### src/rtl/led_pkg.sv
// rtl/led_pkg.sv - mode constants and start patterns for the LED sequencer
package led_pkg;

    localparam logic [1:0] MODE_ROL   = 2'd0;
    localparam logic [1:0] MODE_ROR   = 2'd1;
    localparam logic [1:0] MODE_PING  = 2'd2;
    localparam logic [1:0] MODE_BLINK = 2'd3;

    localparam int LED_MAX = 16;

    // Returns the pattern a mode starts from; bits at or above led_num are zero.
    function automatic logic [LED_MAX-1:0] start_pattern(input logic [1:0] mode, input int led_num);
        logic [LED_MAX-1:0] p;
        p = '0;
        for (int i = 0; i < LED_MAX; i++) begin
            case (mode)
                MODE_ROR:   p[i] = (i == led_num - 1);
                MODE_BLINK: p[i] = (i < led_num);
                default:    p[i] = (i == 0);
            endcase
        end
        return p;
    endfunction

endpackage

### src/rtl/step_timer.sv
// rtl/step_timer.sv - enable-gated prescaler producing a step tick
module step_timer #(
    parameter int unsigned STEP_CYCLES = 25_000_000
) (
    input  logic sys_clk,
    input  logic sys_rst_n,
    input  logic en,
    output logic tick
);

    localparam int CW = (STEP_CYCLES > 1) ? $clog2(STEP_CYCLES) : 1;
    localparam logic [CW-1:0] LAST = CW'(STEP_CYCLES - 1);

    logic [CW-1:0] cnt;

    assign tick = en && (cnt == LAST);

    // Count holds while disabled so a paused step resumes where it stopped.
    always_ff @(posedge sys_clk) begin
        if (!sys_rst_n) begin
            cnt <= '0;
        end else if (en) begin
            cnt <= tick ? '0 : cnt + 1'b1;
        end
    end

endmodule

### src/rtl/led_sequencer.sv
// rtl/led_sequencer.sv - LED bank pattern sequencer with selectable modes
module led_sequencer
    import led_pkg::*;
#(
    parameter int          LED_NUM     = 4,
    parameter int unsigned STEP_CYCLES = 25_000_000
) (
    input  logic               sys_clk,
    input  logic               sys_rst_n,
    input  logic               en,
    input  logic [1:0]         mode,
    output logic [LED_NUM-1:0] led,
    output logic               step_pulse
);

    logic               tick;
    logic [1:0]         mode_q;
    logic               dir;
    logic [LED_NUM-1:0] led_d;
    logic [LED_NUM-1:0] led_start;
    logic [1:0]         mode_d;
    logic               dir_d;

    step_timer #(
        .STEP_CYCLES(STEP_CYCLES)
    ) u_timer (
        .sys_clk  (sys_clk),
        .sys_rst_n(sys_rst_n),
        .en       (en),
        .tick     (tick)
    );

    assign led_start = LED_NUM'(start_pattern(mode, LED_NUM));

    always_comb begin
        led_d  = led;
        mode_d = mode_q;
        dir_d  = dir;
        if (tick) begin
            if (mode != mode_q) begin
                led_d  = led_start;
                mode_d = mode;
                dir_d  = 1'b0;
            end else begin
                case (mode_q)
                    MODE_ROL: led_d = {led[LED_NUM-2:0], led[LED_NUM-1]};
                    MODE_ROR: led_d = {led[0], led[LED_NUM-1:1]};
                    MODE_PING: begin
                        led_d = dir ? (led >> 1) : (led << 1);
                        // Turn around on arrival so an end position is shown only once.
                        if (led_d[LED_NUM-1]) begin
                            dir_d = 1'b1;
                        end else if (led_d[0]) begin
                            dir_d = 1'b0;
                        end
                    end
                    default: led_d = ~led;
                endcase
            end
        end
    end

    always_ff @(posedge sys_clk) begin
        if (!sys_rst_n) begin
            led        <= LED_NUM'(1);
            mode_q     <= MODE_ROL;
            dir        <= 1'b0;
            step_pulse <= 1'b0;
        end else begin
            led        <= led_d;
            mode_q     <= mode_d;
            dir        <= dir_d;
            step_pulse <= tick;
        end
    end

endmodule
### config.mk
export PLATFORM = sky130hd
export DESIGN_NAME = led_sequencer
export DESIGN_NICKNAME = d
export VERILOG_FILES = /design/src/rtl/led_pkg.sv /design/src/rtl/step_timer.sv /design/src/rtl/led_sequencer.sv
export SDC_FILE = /design/constraint.sdc
export NUM_CORES = 1
export LEC_CHECK = 0
export ABC_AREA = 1
export CORE_ASPECT_RATIO = 0.7
export CORE_MARGIN = 10
export CORE_UTILIZATION = 55
export CTS_CLUSTER_SIZE = 20
export DETAILED_ROUTE_END_ITERATION = 16
export PLACE_DENSITY = 0.77
export SLEW_MARGIN = 30
export SYNTH_ARGS = -nofsm -noshare
export SYNTH_HDL_FRONTEND = slang
export SYNTH_HIERARCHICAL = 1
export SYNTH_SLANG_ARGS = --single-unit
### constraint.sdc
create_clock -name sys_clk -period 3.3 [get_ports sys_clk]
set_clock_uncertainty 0.05 [all_clocks]
set_input_delay 0.66 -clock sys_clk [delete_from_list [all_inputs] [get_ports sys_clk]]
set_output_delay 0.66 -clock sys_clk [all_outputs]
set_load 0.02 [all_outputs]
==> run metrics <==
status complete, no violations; Detail Placement HPWL 3893 µm; final antenna diode count 0; cell mode on critical path buf_4; vias per std cell 5.169; most common cell in the netlist nand2_1; row count 18; Peak Freq 463.1 MHz; period utilisation layout 65.43%; top cell type's share of synthesized area 32.23%; initial antenna violation count 0; Routed Antenna Nets 0; number of global-route vias before repair 1784; Tot Pwr 0.0007275 W; Post-Syn Nets 331; Max stage delay on crit path 0.46 ns; die width 92.96 µm; leading area contributor after synthesis dfxtp_1; Setup Fix Bufs, Post-CTS 0; synthesized cell area 0.002049 mm²; Crit. End Element flip-flop; PostCTS Resize Cnt 0; clk sinks 33; VDD IR-drop max 0.2357 mV; Pins Over Slew Limit 0; Die Footprint 0.006607 mm²; Die Y 71.07 µm; finished layout cell area 0.002270 mm²; synth top area cells dfxtp_1 (32%), nand2_1 (15%), nor2_1 (12%), nand3_1 (7.8%), inv_1 (7.0%); WP data arrival 2.27 ns; Total GRT Usage 16.21%; Distinct cells, synth 29; Starting Density 57.59%; CTS tree yes; FFs w/ async S/R, synth 0%; layout cells sized above 1 12.61%; Clock Latency Late Sink 0.28 ns; Non-Filler Instances 391; sequential share of the synthesized area 32.23%; post-DR wirelength/cell 12.54 µm; number of remaining DRC errors 0; Yosys reg bits 33; setup violators final 0; GP Congestion 0.9868; Synth warnings 6; RSZ-0062 raised after global routing false; vias post-DR 2021; first-pass GRT wire length 8687 µm; nets@finish 346; pre-CTS setup slack 0.8721 ns; post-route setup slack 1.141 ns; DRT Pass-1 Iters 5; Post-synth EDFFs 0; Worst Hold Class reg2reg; P_leak 0.9017 nW; Area Growth Syn to Fin 10.74%; Max Cap Violations 0; post-layout min period 2.159 ns; post-route setup TNS 0 ns; deepest clock path buffer count 2; ys flop type dfxtp_1; Post-synth top cells nand2_1 (82), nor2_1 (65), inv_1 (38), dfxtp_1 (33), nand3_1 (32); total CTS buffers 5; crit path cell chain clkdlybuf4s50_1 > buf_4 > nand3_1 > nor3_1 > buf_4 > inv_1 > a31oi_1 > a21oi_1; Slowest-stage cell, CP clkdlybuf4s50_1; Syn Inst Count 325; boundary pin count 10; dpl cell area 0.002187 mm²; Routed Wire Length 4903 µm; startpoint types primary input; Placeable Area 0.003558 mm²; Max-slew headroom 73.94%; starting DRC count in detailed routing 196; Clk pin slew, worst setup/hold paths 0.07 ns; CTS Hold Bufs 0; Max Fanout on Critical Path 13; DP Cell Count 383; critical path data required time 3.41 ns; CTS root buf clkbuf_8; crit path kind in2reg; Worst-Margin Slew 0.3897 ns; htree depth 2; final hold vios 0; Avg Inst Size Synth 6.306 µm²; largest net degree at the start of global routing 14; PortBufs 9; grt total ovfl 0; Power Density 320.5 mW/mm²
## critical path, delay by kind of cell
family / cells / cell delay, ns
buffers and inverters: 4 / 0.96
AND/OR/NAND/NOR: 2 / 0.32
AO/OA/AOI/OAI: 2 / 0.33
## report_power, final
group | switching, W | total, W | leakage [nW] | internal [W]
clock | 0.000144 | 0.000290 | 0.0450 | 0.000146
combinational | 0.0000235 | 0.0000351 | 0.591 | 0.0000116
sequential | 0.00000178 | 0.000402 | 0.266 | 0.000400
total | 0.000170 | 0.000727 | 0.902 | 0.000558
## logic make-up after synthesis
family | count (synthesis) | synth area share [%]
AOI/OAI and AO/OA | 19 | 5.800
xor gates and xnor gates | 8 | 3.419
adders and majority gates | 1 | 0.6104
buffers and inverters | 47 | 9.524
DFF | 33 | 32.23
muxes | 1 | 0.4884
and+or+nand+nor | 216 | 47.92
## state kept, by name (all words and copies together), names as in the netlist
name,cells
step_pulse,1
mode_q,2
u_timer/cnt,25
dir,1
led,4
## cell usage in the layout (no fill, tap or decap), types with 4 or more instances in the layout
| cell type | instances |
|---|---|
| clkbuf_8 | 5 |
| nor2_4 | 4 |
| nor2_2 | 6 |
| inv_2 | 5 |
| clkdlybuf4s50_1 | 9 |
| nand2_1 | 82 |
| nor3_1 | 6 |
| a21oi_1 | 6 |
| o21ai_0 | 7 |
| nor2_1 | 65 |
| inv_1 | 38 |
| xor2_1 | 7 |
| nand3_1 | 32 |
| nand2_2 | 10 |
| dfxtp_1 | 33 |
## path summary, 6_finish.rpt
check / cells past startpoint / from / to / slack (ns)
min: 2 / u_timer/cnt[1]$_SDFFE_PN0P_ / u_timer/cnt[1]$_SDFFE_PN0P_ / 0.46
max reg2reg: 9 / u_timer/cnt[0]$_SDFFE_PN0P_ / led[1]$_SDFFE_PN0P_ / 1.40
max: 8 / en / led[1]$_SDFFE_PN0P_ / 1.14
min reg2reg: 2 / u_timer/cnt[1]$_SDFFE_PN0P_ / u_timer/cnt[1]$_SDFFE_PN0P_ / 0.46
## routing by layer
metal | GRT usage, % | wire length (µm)
met1 | 25.27 | 2579
met2 | 19.86 | 1809
met3 | 4.636 | 473
met4 | 5.119 | 41
met5 | 0 | 0
## stage by stage
step,hold slack (ns),utilization (%)
final,0.4625,63.78
after global routing,0.4916,63.78
after CTS,0.4639,63.78
after detailed placement,0.4532,61.46
after global placement,0.4482,61.46
after floorplan,0.4336,-
## layout make-up
type / instances / area (µm²)
fill: 356 / 1289
inverter: 44 / 165.2
timing repair buffer: 11 / 105.1
clock buffer: 6 / 72.57
tap: 50 / 62.56
multi-input combinational: 245 / 1194
clock inverter: 2 / 10.01
sequential: 33 / 660.6
Note: power is estimated with default switching activity, not from simulation.
